File: src/rtl/id_decode_pipe_pkg.sv
// Shared decode constants, types and the instruction decoder for id_decode_pipe.
// Build option: define ID_SHIFT_INST_EN to decode SLL/SRL/SRA as the Shift class.
package id_decode_pipe_pkg;

  localparam logic [5:0] OP_SPECIAL = 6'b000000;
  localparam logic [5:0] OP_ANDI    = 6'b001100;
  localparam logic [5:0] OP_ORI     = 6'b001101;
  localparam logic [5:0] OP_XORI    = 6'b001110;
  localparam logic [5:0] OP_LUI     = 6'b001111;

  localparam logic [5:0] FN_SLL  = 6'b000000;
  localparam logic [5:0] FN_SRL  = 6'b000010;
  localparam logic [5:0] FN_SRA  = 6'b000011;
  localparam logic [5:0] FN_MFHI = 6'b010000;
  localparam logic [5:0] FN_MTHI = 6'b010001;
  localparam logic [5:0] FN_MFLO = 6'b010010;
  localparam logic [5:0] FN_MTLO = 6'b010011;
  localparam logic [5:0] FN_AND  = 6'b100100;
  localparam logic [5:0] FN_OR   = 6'b100101;
  localparam logic [5:0] FN_XOR  = 6'b100110;
  localparam logic [5:0] FN_NOR  = 6'b100111;

  localparam logic [2:0] ALUSEL_NOP   = 3'b000;
  localparam logic [2:0] ALUSEL_LOGIC = 3'b001;
  localparam logic [2:0] ALUSEL_SHIFT = 3'b010;
  localparam logic [2:0] ALUSEL_MOVE  = 3'b011;

  localparam logic [7:0] ALUOP_NOP  = 8'h00;
  localparam logic [7:0] ALUOP_AND  = 8'h24;
  localparam logic [7:0] ALUOP_OR   = 8'h25;
  localparam logic [7:0] ALUOP_XOR  = 8'h26;
  localparam logic [7:0] ALUOP_NOR  = 8'h27;
  localparam logic [7:0] ALUOP_ANDI = 8'h2C;
  localparam logic [7:0] ALUOP_ORI  = 8'h2D;
  localparam logic [7:0] ALUOP_XORI = 8'h2E;
  localparam logic [7:0] ALUOP_LUI  = 8'h2F;
  localparam logic [7:0] ALUOP_SLL  = 8'h7C;
  localparam logic [7:0] ALUOP_SRL  = 8'h02;
  localparam logic [7:0] ALUOP_SRA  = 8'h03;
  localparam logic [7:0] ALUOP_MFHI = 8'h10;
  localparam logic [7:0] ALUOP_MTHI = 8'h11;
  localparam logic [7:0] ALUOP_MFLO = 8'h12;
  localparam logic [7:0] ALUOP_MTLO = 8'h13;

  typedef enum logic {
    ST_RUN      = 1'b0,
    ST_LU_STALL = 1'b1
  } state_e;

  typedef logic [2:0] cnt_t;

  typedef struct packed {
    logic [2:0]  alusel;
    logic [7:0]  aluop;
    logic        re1;
    logic        re2;
    logic        wreg;
    logic [4:0]  wd;
    logic [31:0] imm1;
    logic [31:0] imm2;
  } dec_t;

  // imm1/imm2 are the operand values used when the matching read enable is low.
  function automatic dec_t decode_inst(input logic [31:0] inst);
    dec_t d;
    d = '0;
    case (inst[31:26])
      OP_ANDI, OP_ORI, OP_XORI: begin
        d.alusel = ALUSEL_LOGIC;
        d.aluop  = (inst[31:26] == OP_ANDI) ? ALUOP_ANDI :
                   (inst[31:26] == OP_ORI)  ? ALUOP_ORI  : ALUOP_XORI;
        d.re1    = 1'b1;
        d.imm2   = {16'h0000, inst[15:0]};
        d.wd     = inst[20:16];
        d.wreg   = 1'b1;
      end
      OP_LUI: begin
        d.alusel = ALUSEL_LOGIC;
        d.aluop  = ALUOP_LUI;
        d.imm2   = {inst[15:0], 16'h0000};
        d.wd     = inst[20:16];
        d.wreg   = 1'b1;
      end
      OP_SPECIAL: begin
        if (inst != 32'h0) begin
          case (inst[5:0])
            FN_AND, FN_OR, FN_XOR, FN_NOR: begin
              d.alusel = ALUSEL_LOGIC;
              d.aluop  = {2'b00, inst[5:0]};
              d.re1    = 1'b1;
              d.re2    = 1'b1;
              d.wd     = inst[15:11];
              d.wreg   = 1'b1;
            end
            FN_MFHI, FN_MFLO: begin
              d.alusel = ALUSEL_MOVE;
              d.aluop  = (inst[5:0] == FN_MFHI) ? ALUOP_MFHI : ALUOP_MFLO;
              d.wd     = inst[15:11];
              d.wreg   = 1'b1;
            end
            FN_MTHI, FN_MTLO: begin
              d.alusel = ALUSEL_MOVE;
              d.aluop  = (inst[5:0] == FN_MTHI) ? ALUOP_MTHI : ALUOP_MTLO;
              d.re1    = 1'b1;
            end
`ifdef ID_SHIFT_INST_EN
            FN_SLL, FN_SRL, FN_SRA: begin
              d.alusel = ALUSEL_SHIFT;
              d.aluop  = (inst[5:0] == FN_SLL) ? ALUOP_SLL :
                         (inst[5:0] == FN_SRL) ? ALUOP_SRL : ALUOP_SRA;
              d.re2    = 1'b1;
              d.imm1   = {27'h0, inst[10:6]};
              d.wd     = inst[15:11];
              d.wreg   = 1'b1;
            end
`endif
            default: ;
          endcase
        end
      end
      default: ;
    endcase
    return d;
  endfunction

endpackage

File: src/rtl/id_decode_pipe_if.sv
// ID/EX output bundle of id_decode_pipe: the decode stage drives it, EX consumes it.
interface id_decode_pipe_if #(
  parameter int DATA_W = 32,
  parameter int REG_AW = 5
);
  logic              valid_o;
  logic [DATA_W-1:0] pc_o;
  logic [2:0]        alusel_o;
  logic [7:0]        aluop_o;
  logic [DATA_W-1:0] reg1_o;
  logic [DATA_W-1:0] reg2_o;
  logic [REG_AW-1:0] wd_o;
  logic              wreg_o;

  modport master (output valid_o, pc_o, alusel_o, aluop_o, reg1_o, reg2_o, wd_o, wreg_o);
  modport slave  (input  valid_o, pc_o, alusel_o, aluop_o, reg1_o, reg2_o, wd_o, wreg_o);
endinterface

File: src/rtl/id_decode_pipe_fwd_mux.sv
// Priority forwarding selector: the lowest-numbered (youngest) matching source wins,
// and register 0 always reads as zero.
module id_decode_pipe_fwd_mux #(
  parameter int DATA_W  = 32,
  parameter int REG_AW  = 5,
  parameter int FWD_SRC = 2
) (
  input  logic [REG_AW-1:0]         addr_i,
  input  logic [DATA_W-1:0]         rf_data_i,
  input  logic [FWD_SRC-1:0]        fwd_wreg_i,
  input  logic [FWD_SRC*REG_AW-1:0] fwd_wd_i,
  input  logic [FWD_SRC*DATA_W-1:0] fwd_wdata_i,
  output logic [DATA_W-1:0]         data_o
);
  logic hit;

  always_comb begin
    // NOTE: combinational blocks use blocking '=' so later statements see earlier results.
    data_o = rf_data_i;
    hit    = 1'b0;
    for (int i = 0; i < FWD_SRC; i++) begin
      if (!hit && fwd_wreg_i[i] && (fwd_wd_i[i*REG_AW +: REG_AW] == addr_i)) begin
        data_o = fwd_wdata_i[i*DATA_W +: DATA_W];
        hit    = 1'b1;
      end
    end
    if (addr_i == '0) data_o = '0;
  end
endmodule

File: src/rtl/id_decode_pipe.sv
// MIPS decode stage for the logic and HI/LO-move group with operand forwarding,
// load-use bubble insertion and an internal ID/EX register. Option: ID_SHIFT_INST_EN.
module id_decode_pipe
  import id_decode_pipe_pkg::*;
#(
  parameter int DATA_W       = 32,
  parameter int REG_AW       = 5,
  parameter int FWD_SRC      = 2,
  parameter int LOAD_BUBBLES = 1
) (
  input  logic                      clk,
  input  logic                      rst,
  input  logic                      inst_valid_i,
  input  logic [DATA_W-1:0]         pc_i,
  input  logic [31:0]               inst_i,
  input  logic [DATA_W-1:0]         reg1_data_i,
  input  logic [DATA_W-1:0]         reg2_data_i,
  output logic [REG_AW-1:0]         reg1_addr_o,
  output logic [REG_AW-1:0]         reg2_addr_o,
  input  logic [FWD_SRC-1:0]        fwd_wreg_i,
  input  logic [FWD_SRC*REG_AW-1:0] fwd_wd_i,
  input  logic [FWD_SRC*DATA_W-1:0] fwd_wdata_i,
  input  logic                      ex_is_load_i,
  input  logic                      stall_i,
  input  logic                      flush_i,
  output logic                      stallreq_o,
  id_decode_pipe_if.master          ex_if
);
  typedef struct packed {
    logic              valid;
    logic [DATA_W-1:0] pc;
    logic [2:0]        alusel;
    logic [7:0]        aluop;
    logic [DATA_W-1:0] reg1;
    logic [DATA_W-1:0] reg2;
    logic [REG_AW-1:0] wd;
    logic              wreg;
  } idex_t;

  dec_t              dec;
  logic [REG_AW-1:0] rs, rt, wd0;
  logic [DATA_W-1:0] fwd1_data, fwd2_data;
  logic              hazard, stall_req, bubble;
  state_e            state_q, state_d;
  cnt_t              cnt_q, cnt_d;
  idex_t             idex_q, idex_d;

  assign dec         = decode_inst(inst_i);
  assign rs          = REG_AW'(inst_i[25:21]);
  assign rt          = REG_AW'(inst_i[20:16]);
  assign reg1_addr_o = rs;
  assign reg2_addr_o = rt;

  id_decode_pipe_fwd_mux #(.DATA_W(DATA_W), .REG_AW(REG_AW), .FWD_SRC(FWD_SRC)) u_fwd1 (
    .addr_i(rs), .rf_data_i(reg1_data_i), .fwd_wreg_i(fwd_wreg_i),
    .fwd_wd_i(fwd_wd_i), .fwd_wdata_i(fwd_wdata_i), .data_o(fwd1_data)
  );
  id_decode_pipe_fwd_mux #(.DATA_W(DATA_W), .REG_AW(REG_AW), .FWD_SRC(FWD_SRC)) u_fwd2 (
    .addr_i(rt), .rf_data_i(reg2_data_i), .fwd_wreg_i(fwd_wreg_i),
    .fwd_wd_i(fwd_wd_i), .fwd_wdata_i(fwd_wdata_i), .data_o(fwd2_data)
  );

  // Only a load in EX (source 0) can create a hazard, and only against an operand actually read.
  assign wd0    = fwd_wd_i[REG_AW-1:0];
  assign hazard = inst_valid_i & ex_is_load_i & fwd_wreg_i[0] & (wd0 != '0) &
                  ((dec.re1 & (wd0 == rs)) | (dec.re2 & (wd0 == rt)));

  always_ff @(posedge clk) begin
    // NOTE: sequential state uses non-blocking '<=' so all registers update together.
    if (rst) begin
      state_q <= ST_RUN;
      cnt_q   <= '0;
    end else begin
      state_q <= state_d;
      cnt_q   <= cnt_d;
    end
  end

  always_comb begin
    state_d = state_q;
    cnt_d   = cnt_q;
    if (flush_i) begin
      state_d = ST_RUN;
      cnt_d   = '0;
    end else if (!stall_i) begin
      case (state_q)
        ST_RUN: begin
          if (hazard && (LOAD_BUBBLES > 1)) begin
            state_d = ST_LU_STALL;
            cnt_d   = cnt_t'(LOAD_BUBBLES - 2);
          end
        end
        ST_LU_STALL: begin
          if (cnt_q == '0) state_d = ST_RUN;
          else             cnt_d   = cnt_q - 1'b1;
        end
      endcase
    end
  end

  always_comb begin
    stall_req = 1'b0;
    case (state_q)
      ST_RUN:      stall_req = hazard;
      ST_LU_STALL: stall_req = 1'b1;
    endcase
    bubble = stall_req | ~inst_valid_i;
  end

  assign stallreq_o = stall_req;

  always_comb begin
    // NOTE: defaulting to the held value first keeps every path assigned, so no latch forms.
    idex_d = idex_q;
    if (flush_i) begin
      idex_d = '0;
    end else if (!stall_i) begin
      if (bubble) begin
        idex_d = '0;
      end else begin
        idex_d.valid  = 1'b1;
        idex_d.pc     = pc_i;
        idex_d.alusel = dec.alusel;
        idex_d.aluop  = dec.aluop;
        idex_d.reg1   = dec.re1 ? fwd1_data : DATA_W'(dec.imm1);
        idex_d.reg2   = dec.re2 ? fwd2_data : DATA_W'(dec.imm2);
        idex_d.wd     = REG_AW'(dec.wd);
        idex_d.wreg   = dec.wreg;
      end
    end
  end

  always_ff @(posedge clk) begin
    if (rst) idex_q <= '0;
    else     idex_q <= idex_d;
  end

  assign ex_if.valid_o  = idex_q.valid;
  assign ex_if.pc_o     = idex_q.pc;
  assign ex_if.alusel_o = idex_q.alusel;
  assign ex_if.aluop_o  = idex_q.aluop;
  assign ex_if.reg1_o   = idex_q.reg1;
  assign ex_if.reg2_o   = idex_q.reg2;
  assign ex_if.wd_o     = idex_q.wd;
  assign ex_if.wreg_o   = idex_q.wreg;

endmodule
File: src/flat_wrapper.sv
// flat-port wrapper written by rule: the top's interface ports become plain ports
module id_decode_pipe_flat import id_decode_pipe_pkg::*;
#(
  parameter int DATA_W       = 32,
  parameter int REG_AW       = 5,
  parameter int FWD_SRC      = 2,
  parameter int LOAD_BUBBLES = 1
)
  (clk, rst, inst_valid_i, pc_i, inst_i, reg1_data_i, reg2_data_i, reg1_addr_o, reg2_addr_o, fwd_wreg_i, fwd_wd_i, fwd_wdata_i, ex_is_load_i, stall_i, flush_i, stallreq_o, ex_if_valid_o, ex_if_pc_o, ex_if_alusel_o, ex_if_aluop_o, ex_if_reg1_o, ex_if_reg2_o, ex_if_wd_o, ex_if_wreg_o);
  id_decode_pipe_if #(.DATA_W(DATA_W), .REG_AW(REG_AW)) ex_if_i ();
  input  logic clk;
  input  logic rst;
  input  logic inst_valid_i;
  input  logic [DATA_W-1:0] pc_i;
  input  logic [31:0] inst_i;
  input  logic [DATA_W-1:0] reg1_data_i;
  input  logic [DATA_W-1:0] reg2_data_i;
  output logic [REG_AW-1:0] reg1_addr_o;
  output logic [REG_AW-1:0] reg2_addr_o;
  input  logic [FWD_SRC-1:0] fwd_wreg_i;
  input  logic [FWD_SRC*REG_AW-1:0] fwd_wd_i;
  input  logic [FWD_SRC*DATA_W-1:0] fwd_wdata_i;
  input  logic ex_is_load_i;
  input  logic stall_i;
  input  logic flush_i;
  output logic stallreq_o;
  output wire logic [$bits(ex_if_i.valid_o)-1:0] ex_if_valid_o;
  output wire logic [$bits(ex_if_i.pc_o)-1:0] ex_if_pc_o;
  output wire logic [$bits(ex_if_i.alusel_o)-1:0] ex_if_alusel_o;
  output wire logic [$bits(ex_if_i.aluop_o)-1:0] ex_if_aluop_o;
  output wire logic [$bits(ex_if_i.reg1_o)-1:0] ex_if_reg1_o;
  output wire logic [$bits(ex_if_i.reg2_o)-1:0] ex_if_reg2_o;
  output wire logic [$bits(ex_if_i.wd_o)-1:0] ex_if_wd_o;
  output wire logic [$bits(ex_if_i.wreg_o)-1:0] ex_if_wreg_o;
  assign ex_if_valid_o = ex_if_i.valid_o;
  assign ex_if_pc_o = ex_if_i.pc_o;
  assign ex_if_alusel_o = ex_if_i.alusel_o;
  assign ex_if_aluop_o = ex_if_i.aluop_o;
  assign ex_if_reg1_o = ex_if_i.reg1_o;
  assign ex_if_reg2_o = ex_if_i.reg2_o;
  assign ex_if_wd_o = ex_if_i.wd_o;
  assign ex_if_wreg_o = ex_if_i.wreg_o;
  id_decode_pipe #(.DATA_W(DATA_W), .REG_AW(REG_AW), .FWD_SRC(FWD_SRC), .LOAD_BUBBLES(LOAD_BUBBLES)) u_core (.clk(clk), .rst(rst), .inst_valid_i(inst_valid_i), .pc_i(pc_i), .inst_i(inst_i), .reg1_data_i(reg1_data_i), .reg2_data_i(reg2_data_i), .reg1_addr_o(reg1_addr_o), .reg2_addr_o(reg2_addr_o), .fwd_wreg_i(fwd_wreg_i), .fwd_wd_i(fwd_wd_i), .fwd_wdata_i(fwd_wdata_i), .ex_is_load_i(ex_is_load_i), .stall_i(stall_i), .flush_i(flush_i), .stallreq_o(stallreq_o), .ex_if(ex_if_i));
endmodule
File: config.mk
export PLATFORM = sky130hd
export DESIGN_NAME = id_decode_pipe_flat
export DESIGN_NICKNAME = d
export VERILOG_FILES = /design/src/rtl/id_decode_pipe_pkg.sv /design/src/rtl/id_decode_pipe_if.sv /design/src/rtl/id_decode_pipe_fwd_mux.sv /design/src/rtl/id_decode_pipe.sv /design/src/flat_wrapper.sv
export SDC_FILE = /design/constraint.sdc
export NUM_CORES = 1
export LEC_CHECK = 0
export CAP_MARGIN = 20
export CELL_PAD_IN_SITES_DETAIL_PLACEMENT = 0
export CELL_PAD_IN_SITES_GLOBAL_PLACEMENT = 1
export CORE_MARGIN = 2
export CORE_UTILIZATION = 25
export CTS_CLUSTER_SIZE = 14
export DETAILED_ROUTE_END_ITERATION = 12
export PLACE_DENSITY_LB_ADDON = 0.05
export REMOVE_ABC_BUFFERS = 1
export SLEW_MARGIN = 20
export SYNTH_ARGS = -nofsm -noshare
export SYNTH_HDL_FRONTEND = slang
export SYNTH_SLANG_ARGS = --single-unit
File: constraint.sdc
create_clock -name clk -period 2.2 [get_ports clk]
set_clock_uncertainty 0.1 [all_clocks]
set_input_delay 0.44 -clock clk [delete_from_list [all_inputs] [get_ports clk]]
set_output_delay 0.44 -clock clk [all_outputs]
set_load 0.02 [all_outputs]
Word-level counts from Yosys, hierarchy flattened
Index checks and enable logic that the tools add are counted.
{"block": "totals", "reg_bits": 118}
{"block": "classes", "addsub": 1, "n_eq_ne": 16, "muxes": 28, "n_bitwise": 12, "n_reduce_logical": 23}
{"operator": "$mux W32", "n": 8}
{"operator": "$mux W114", "n": 1}
{"operator": "$pmux W32 S2", "n": 1}
{"operator": "$pmux W10 S3", "n": 2}
{"operator": "$reduce_bool A32 Y1", "n": 1}
{"operator": "$eq A6 B4 Y1 const B", "n": 4}
{"operator": "$eq A6 B5 Y1 const B", "n": 4}
{"operator": "$eq A6 B6 Y1 const B", "n": 4}
{"operator": "$eq A5 B5 Y1", "n": 4}
{"operator": "$mux W18", "n": 1}
{"operator": "$pmux W6 S2", "n": 1}
{"operator": "$reduce_or A6 Y1", "n": 2}
{"operator": "$logic_not A5 Y1", "n": 2}
{"operator": "$mux W8", "n": 1}
{"operator": "$reduce_or A4 Y1", "n": 2}
{"operator": "$mux W1", "n": 7}
{"operator": "$and A1 B1 Y1", "n": 6}
{"operator": "$logic_and A1 B1 Y1", "n": 6}
{"operator": "$logic_not A6 Y1", "n": 1}
{"operator": "$mux W2", "n": 3}
{"operator": "$mux W6", "n": 1}
{"operator": "$reduce_or A2 Y1", "n": 3}
{"operator": "$reduce_bool A5 Y1", "n": 1}
{"operator": "$not A1 Y1", "n": 4}
{"operator": "7 further kinds", "n": 10}

Longest topological paths before layout
{"block": "logic_depth", "ltp_word": 11, "ltp_mapped": 8}

By module
From an unflattened synthesis, not the netlist that was laid out.
{"block": "unflattened", "hier_cells": 850, "hier_area_um2": 7034.2}
{"mod": "id_decode_pipe", "instances": 1, "cells_each": 494, "area_each_um2": 4574.4}
{"mod": "id_decode_pipe_fwd_mux", "instances": 2, "cells_each": 178, "area_each_um2": 1229.9}

Least setup slack after synthesis
Ideal clock, no wire load.
{"block": "synth_timing", "path_kind": "input to output", "from": "in inst_i[22]", "to": "out stallreq_o", "arrival_time_ps": 1682, "slack_ps": -22, "cell_stages": 4, "n_path_buf": 0, "path_cell_list": "or4_1 -> nor2_1 -> a311oi_1 -> a211o_1"}
{"block": "synth_via", "elab_chain_cells": 7, "word_cells_on_any_way": 10, "cone_classes": "eq/ne (1); mux (4); bitwise (4); reduce/logical (1)"}
{"item": "from (decl)", "line": "flat_wrapper.sv:15", "rtl": "input logic [31:0] inst_i;"}
{"item": "$reduce_bool A32 Y1", "line": "id_decode_pipe_pkg.sv:85", "rtl": "if (inst != 32'h0) begin"}
{"item": "$mux W18", "line": "id_decode_pipe_pkg.sv:85"}
{"item": "$pmux W1 S2 or $mux W1 (tied branches)", "line": "id_decode_pipe_pkg.sv:67", "rtl": "case (inst[31:26])"}
{"item": "$and A1 B1 Y1", "line": "id_decode_pipe.sv:66", "rtl": "((dec.re1 & (wd0 == rs)) | (dec.re2 & (wd0 == rt)));"}
{"item": "$or A1 B1 Y1 *", "line": "id_decode_pipe.sv:66"}
{"item": "$and A1 B1 Y1 *", "line": "id_decode_pipe.sv:65", "rtl": "assign hazard = inst_valid_i & ex_is_load_i & fwd_wreg_i[0] & (wd0 != '0) &"}
{"item": "$pmux W1 S2 *", "line": "id_decode_pipe.sv:103", "rtl": "case (state_q)"}
{"item": "to (decl)", "line": "flat_wrapper.sv:26", "rtl": "output logic stallreq_o;"}
Every way passes the cells marked *; elsewhere a longest branch is shown, timed or not.

Final worst setup path
{"block": "layout_timing", "from": "in inst_i[3]", "to": "out stallreq_o"}
{"block": "layout_via", "elab_chain_cells": 9, "word_cells_on_any_way": 19, "cone_classes": "eq/ne (6); mux (6); bitwise (4); reduce/logical (3)"}
{"item": "$eq A6 B5 Y1 or $eq A6 B6 Y1 (tied branches)", "line": "id_decode_pipe_pkg.sv:86", "rtl": "case (inst[5:0])"}
{"item": "$reduce_or A6 Y1 (no source line) or $reduce_or A4 Y1 (tied branches)"}
{"item": "$mux W1", "line": "id_decode_pipe_pkg.sv:86"}
{"item": "$mux W18 *", "line": "id_decode_pipe_pkg.sv:85"}
{"item": "$pmux W1 S2 or $mux W1 (tied branches)", "line": "id_decode_pipe_pkg.sv:67"}
{"item": "$and A1 B1 Y1", "line": "id_decode_pipe.sv:66"}
{"item": "$or A1 B1 Y1 *", "line": "id_decode_pipe.sv:66"}
{"item": "$and A1 B1 Y1 *", "line": "id_decode_pipe.sv:65"}
{"item": "$pmux W1 S2 *", "line": "id_decode_pipe.sv:103"}
Marked as above.

==> results.txt <==
Summing all placed instances gives a cell area of 10600 um^2. Setup repair after global routing could not meet its margin everywhere. Based on the critical path, the design can be clocked at up to 414 MHz. Measured along the x axis, the die boundary spans 161 um. The run gives 29100 um as the final wirelength. After detailed routing, the number of vias per cell comes to 4.72. The count of non-filler cells in the finished layout came out at 1467. The flow ran to the end, but the final reports show violations. The Yosys step of the flow raised 0 warnings. Measured along the y axis, the die boundary spans 161 um.

The run gives 0 as the total count of hold-check failures in the final report. The post-placement setup slack is -1.10 ns, and the maximum fanout along the worst path is 2. The longest clock path from root to sink contains 2 buffers.

The tools report the number of global-route vias before repair as 7211. The synthesized netlist occupies a cell area of 6140 um^2. For the worst setup path, the data arrival time is 1.88 ns.

The number of buffers created by CTS came out at 17. Share of post-route cells with drive strength above 1: 23.5%. STA classifies the critical path endpoint as a primary output. The first global-routing pass estimated 43500 um of wire. TritonCTS built the clock tree.

Dividing the detail-routed wire length by the instance count gives 19.8 um. The post-synthesis sequential element count works out to 115. STA classifies the critical path startpoint as an input port.

Clock-pin slew was measured on the worst setup and hold paths at 0.06 ns. The leakage power of the design is 4.38 nW. The least setup slack across all paths after layout is -0.215 ns. Power spread over the standard cell area amounts to 504 nW/um^2. In the synthesized netlist the dominant register cell turns out to be sky130_fd_sc_hd__dfxtp_1.

The internal power of the cells totals 4.49 mW. The run gives 15.8% as the share of power burned in combinational logic. The final reports fail on setup timing. The switching power share of the total was 25.3%; the count of standard-cell rows was 57.

The min-delay analysis places its worst path in the category reg2reg. The logs give 341 uV for the maximum vdd drop and 0 for the number of routed nets with antenna violations. Mean instance size in the synthesized netlist: 8.79 um^2.

The post-layout instance area was 11900 um^2; the via total after detailed routing was 6925. Clock tree synthesis selected as its root buffer the cell sky130_fd_sc_hd__clkbuf_16. Setup total negative slack on the finished layout was measured at -0.299 ns. The core footprint was 24200 um^2; the number of instances in the synthesized netlist was 699. The number of enable flip-flop cells after synthesis is 0, and the minimum clock period after layout is 2.42 ns.

At the end of routability-driven placement, the weighted congestion stood at 0.805. Summed over all nets, the switching power comes to 1.52 mW. The tools report the portion of total power attributed to sequential cells as 35.1%.

CTS built an H-tree with a depth of 4. Counting cells, the worst reg-to-reg path comes to 7. The setup check on the worst reg-to-reg path leaves a slack of 0.22 ns. Setup violations remaining at the end of the flow were counted as 5. For the final HPWL from detailed placement, the log shows 20400 um. The quantity of I/O buffers inserted on ports was 331. The residual overflow from global routing is 0. The detailed router finished its first iteration with 306 violations.

The run gives 49.1% as the clock share of power. For hold timing, the worst endpoint is u_core.ex_if.alusel_o[0]. After synthesis, flip-flops and latches occupy 37.5% of the total area. The hold path startpoint is u_core.ex_if.alusel_o[0]. The run gives 41 as the pin count of the biggest net entering global routing. The initial antenna violation count was 2; the worst hold path cell count was 2. The tool flagged a number of max-cap violations equal to 0. The initial cell density of the core is 25.3%.

The number of slew-limit violations in the final report is 0. The run gives 0.42 ns as the clock latency of the later-clocked register in the worst-skew pair. In the synthesized netlist the async set-or-reset flop fraction comes to 0%. Data on the critical path is required at its endpoint by 1.66 ns.

The die covers 25800 um^2. The I/O pin count was 335. The worst setup path is of the in2out kind.

Compared with the post-synthesis result, the final layout area differs by 93.8%. In this run, post-CTS hold repair placed 0 buffers. In this run the critical register-to-register path is captured at u_core.ex_if.reg1_o[13].

The count of placed standard cells including taps is 1401. The launch point of the worst reg-to-reg path is u_core.state_q. For this run, the total global-route usage over all layers was measured as 22.1%. The logs give 0 for the DRC violation count after routing and 52 for the count of cell types in the netlist.

After layout, the worst path uses 110% of the clock period. At the end of the flow, the number of nets in the layout was 1341. CTS saw 115 sinks. The pre-antenna-repair detailed-routing pass consisted of 4 iterations.
==> synth_stat cells (5+ instances only) <==
master	instances	area share, %
sky130_fd_sc_hd__a21boi_0	32	3.9
sky130_fd_sc_hd__a22o_1	65	9.3
sky130_fd_sc_hd__a22oi_1	7	0.86
sky130_fd_sc_hd__a22oi_2	32	6.5
sky130_fd_sc_hd__a311o_1	32	5.2
sky130_fd_sc_hd__buf_2	7	0.57
sky130_fd_sc_hd__buf_4	16	2.0
sky130_fd_sc_hd__buf_6	5	0.92
sky130_fd_sc_hd__clkbuf_1	39	2.4
sky130_fd_sc_hd__dfxtp_1	115	37
sky130_fd_sc_hd__mux2i_1	32	5.2
sky130_fd_sc_hd__nand2_1	145	8.9
sky130_fd_sc_hd__nor2_1	44	2.7
sky130_fd_sc_hd__nor3_1	5	0.41
sky130_fd_sc_hd__nor4_1	5	0.51
sky130_fd_sc_hd__o21ai_0	37	3.0
sky130_fd_sc_hd__o21ai_1	9	0.73
sky130_fd_sc_hd__xnor2_1	12	1.7
sky130_fd_sc_hd__xor2_1	9	1.3
==> layer usage <==
layer  part of all wire [%]  GRT usage [%]  wire length, um  vias to the layer above
li1                       -              -                -                     3435
met1                     45           28.8            13200                     3244
met2                     46           36.4            13500                      229
met3                    7.3           6.74             2120                       15
met4                   0.81           4.55              235                        2
met5                  0.045              0               13                        -
==> sequential cells by signal (all words and copies together) (netlist names) <==
| register | count |
|---|---|
| u_core.ex_if.pc_o | 32 |
| u_core.ex_if.reg1_o | 32 |
| u_core.ex_if.reg2_o | 32 |
| u_core.ex_if.aluop_o | 6 |
| u_core.ex_if.wd_o | 5 |
| u_core.cnt_q | 3 |
| u_core.ex_if.alusel_o | 2 |
| u_core.ex_if.valid_o | 1 |
| u_core.ex_if.wreg_o | 1 |
| u_core.state_q | 1 |
==> power groups by stage <==
stage / sequential [mW] / clock, mW / combinational, mW
after floorplan: 2.17 / 0 / 0.185
after global placement: 2.15 / 0 / 0.894
after detailed placement: 2.15 / 0 / 0.894
after CTS: 2.10 / 3.04 / 0.930
after global routing: 2.11 / 3.13 / 1.02
final: 2.10 / 2.95 / 0.950
==> cell usage in the layout, fill, tap and decap left out, types with 3 or more instances in the layout <==
| master | synthesis | final |
|---|---|---|
| sky130_fd_sc_hd__nor2_4 | 0 | 7 |
| sky130_fd_sc_hd__or4_4 | 0 | 4 |
| sky130_fd_sc_hd__a22oi_1 | 7 | 7 |
| sky130_fd_sc_hd__a311o_1 | 32 | 32 |
| sky130_fd_sc_hd__clkinv_4 | 0 | 5 |
| sky130_fd_sc_hd__xor2_1 | 9 | 9 |
| sky130_fd_sc_hd__clkbuf_2 | 0 | 6 |
| sky130_fd_sc_hd__dlygate4sd2_1 | 0 | 15 |
| sky130_fd_sc_hd__mux2i_1 | 32 | 32 |
| sky130_fd_sc_hd__nor2_1 | 44 | 38 |
| sky130_fd_sc_hd__inv_1 | 4 | 4 |
| sky130_fd_sc_hd__a21boi_0 | 32 | 32 |
| sky130_fd_sc_hd__buf_4 | 16 | 108 |
| sky130_fd_sc_hd__nor3_1 | 5 | 5 |
| sky130_fd_sc_hd__buf_2 | 7 | 8 |
| sky130_fd_sc_hd__clkinvlp_4 | 0 | 3 |
| sky130_fd_sc_hd__clkdlybuf4s50_1 | 0 | 287 |
| sky130_fd_sc_hd__a22o_1 | 65 | 65 |
| sky130_fd_sc_hd__a22oi_2 | 32 | 32 |
| sky130_fd_sc_hd__o21ai_1 | 9 | 11 |
| sky130_fd_sc_hd__nor4_4 | 1 | 4 |
| sky130_fd_sc_hd__xnor2_1 | 12 | 12 |
| sky130_fd_sc_hd__bufinv_16 | 0 | 3 |
| sky130_fd_sc_hd__buf_6 | 5 | 9 |
| sky130_fd_sc_hd__o21ai_0 | 37 | 34 |
| sky130_fd_sc_hd__clkbuf_16 | 0 | 19 |
| sky130_fd_sc_hd__dfxtp_1 | 115 | 115 |
| sky130_fd_sc_hd__nand2_1 | 145 | 144 |
| sky130_fd_sc_hd__dlymetal6s2s_1 | 0 | 4 |
| sky130_fd_sc_hd__nor4_2 | 1 | 3 |
| sky130_fd_sc_hd__buf_16 | 0 | 8 |
| sky130_fd_sc_hd__conb_1 | 1 | 3 |
| sky130_fd_sc_hd__clkdlybuf4s15_1 | 0 | 4 |
| sky130_fd_sc_hd__buf_12 | 0 | 22 |
==> timing repair <==
item / in CTS / in global routing
gates resized for setup: 124 / 46
pin swaps: 24 / 23
buffers inserted: 14 / 10
setup endpoints to repair: 120 / 112
gates cloned: 9 / 3
==> stage by stage <==
stage	power, mW	utilization, %	hold WS [ns]
after CTS	6.07	48.3	0.351
after detailed placement	3.04	43.7	0.341
after floorplan	2.35	-	0.348
after global routing	6.25	49.1	0.328
after global placement	3.04	43.7	0.337
final	6.01	49.1	0.345
==> worst max path at each step <==
stage	from	endpoint	slack (ns)	cells past startpoint
3_3_place_gp	fwd_wd_i[1]	stallreq_o	-1.08	6
2_1_floorplan	flush_i	u_core.ex_if.reg2_o[0]	-5.21	4
3_5_place_dp	fwd_wd_i[1]	stallreq_o	-1.10	6
4_1_cts	fwd_wd_i[1]	stallreq_o	-0.19	6
6_report	inst_i[3]	stallreq_o	-0.22	7
5_1_grt	inst_i[24]	stallreq_o	-0.24	8
==> layout make-up <==
cell class              instances  area [um^2]
multi-input cells             515         3740
fillers                      2370        12300
well taps                     324          405
inverters                       4         15.0
flip-flops and latches        115         2300
clock inverters                14          179
repair buffers                476         4820
diodes                          1         2.50
clock buffers                  18          439
==> kinds of logic (layout without fill, tap and decap cells) <==
logic type,count (synthesis),count (layout),share of synthesized area (%)
DFF,115,115,37.5
adders and majority gates,2,2,0.407
and+or+nand+nor,228,228,16.1
buffers and inverters,71,512,6.07
xor gates and xnor gates,21,21,2.99
AOI/OAI and AO/OA,229,229,31.7
other,1,4,0.0610
muxes,32,32,5.21
==> critical path, cell delays in order <==
cell and delay [ns]:
sky130_fd_sc_hd__clkdlybuf4s15_1 0.23, sky130_fd_sc_hd__nor4_2 0.27, sky130_fd_sc_hd__buf_4 0.16, sky130_fd_sc_hd__and4_4 0.24
sky130_fd_sc_hd__a311oi_2 0.09, sky130_fd_sc_hd__a211o_1 0.29, sky130_fd_sc_hd__buf_6 0.14
Power figures use the tool's default switching activity.
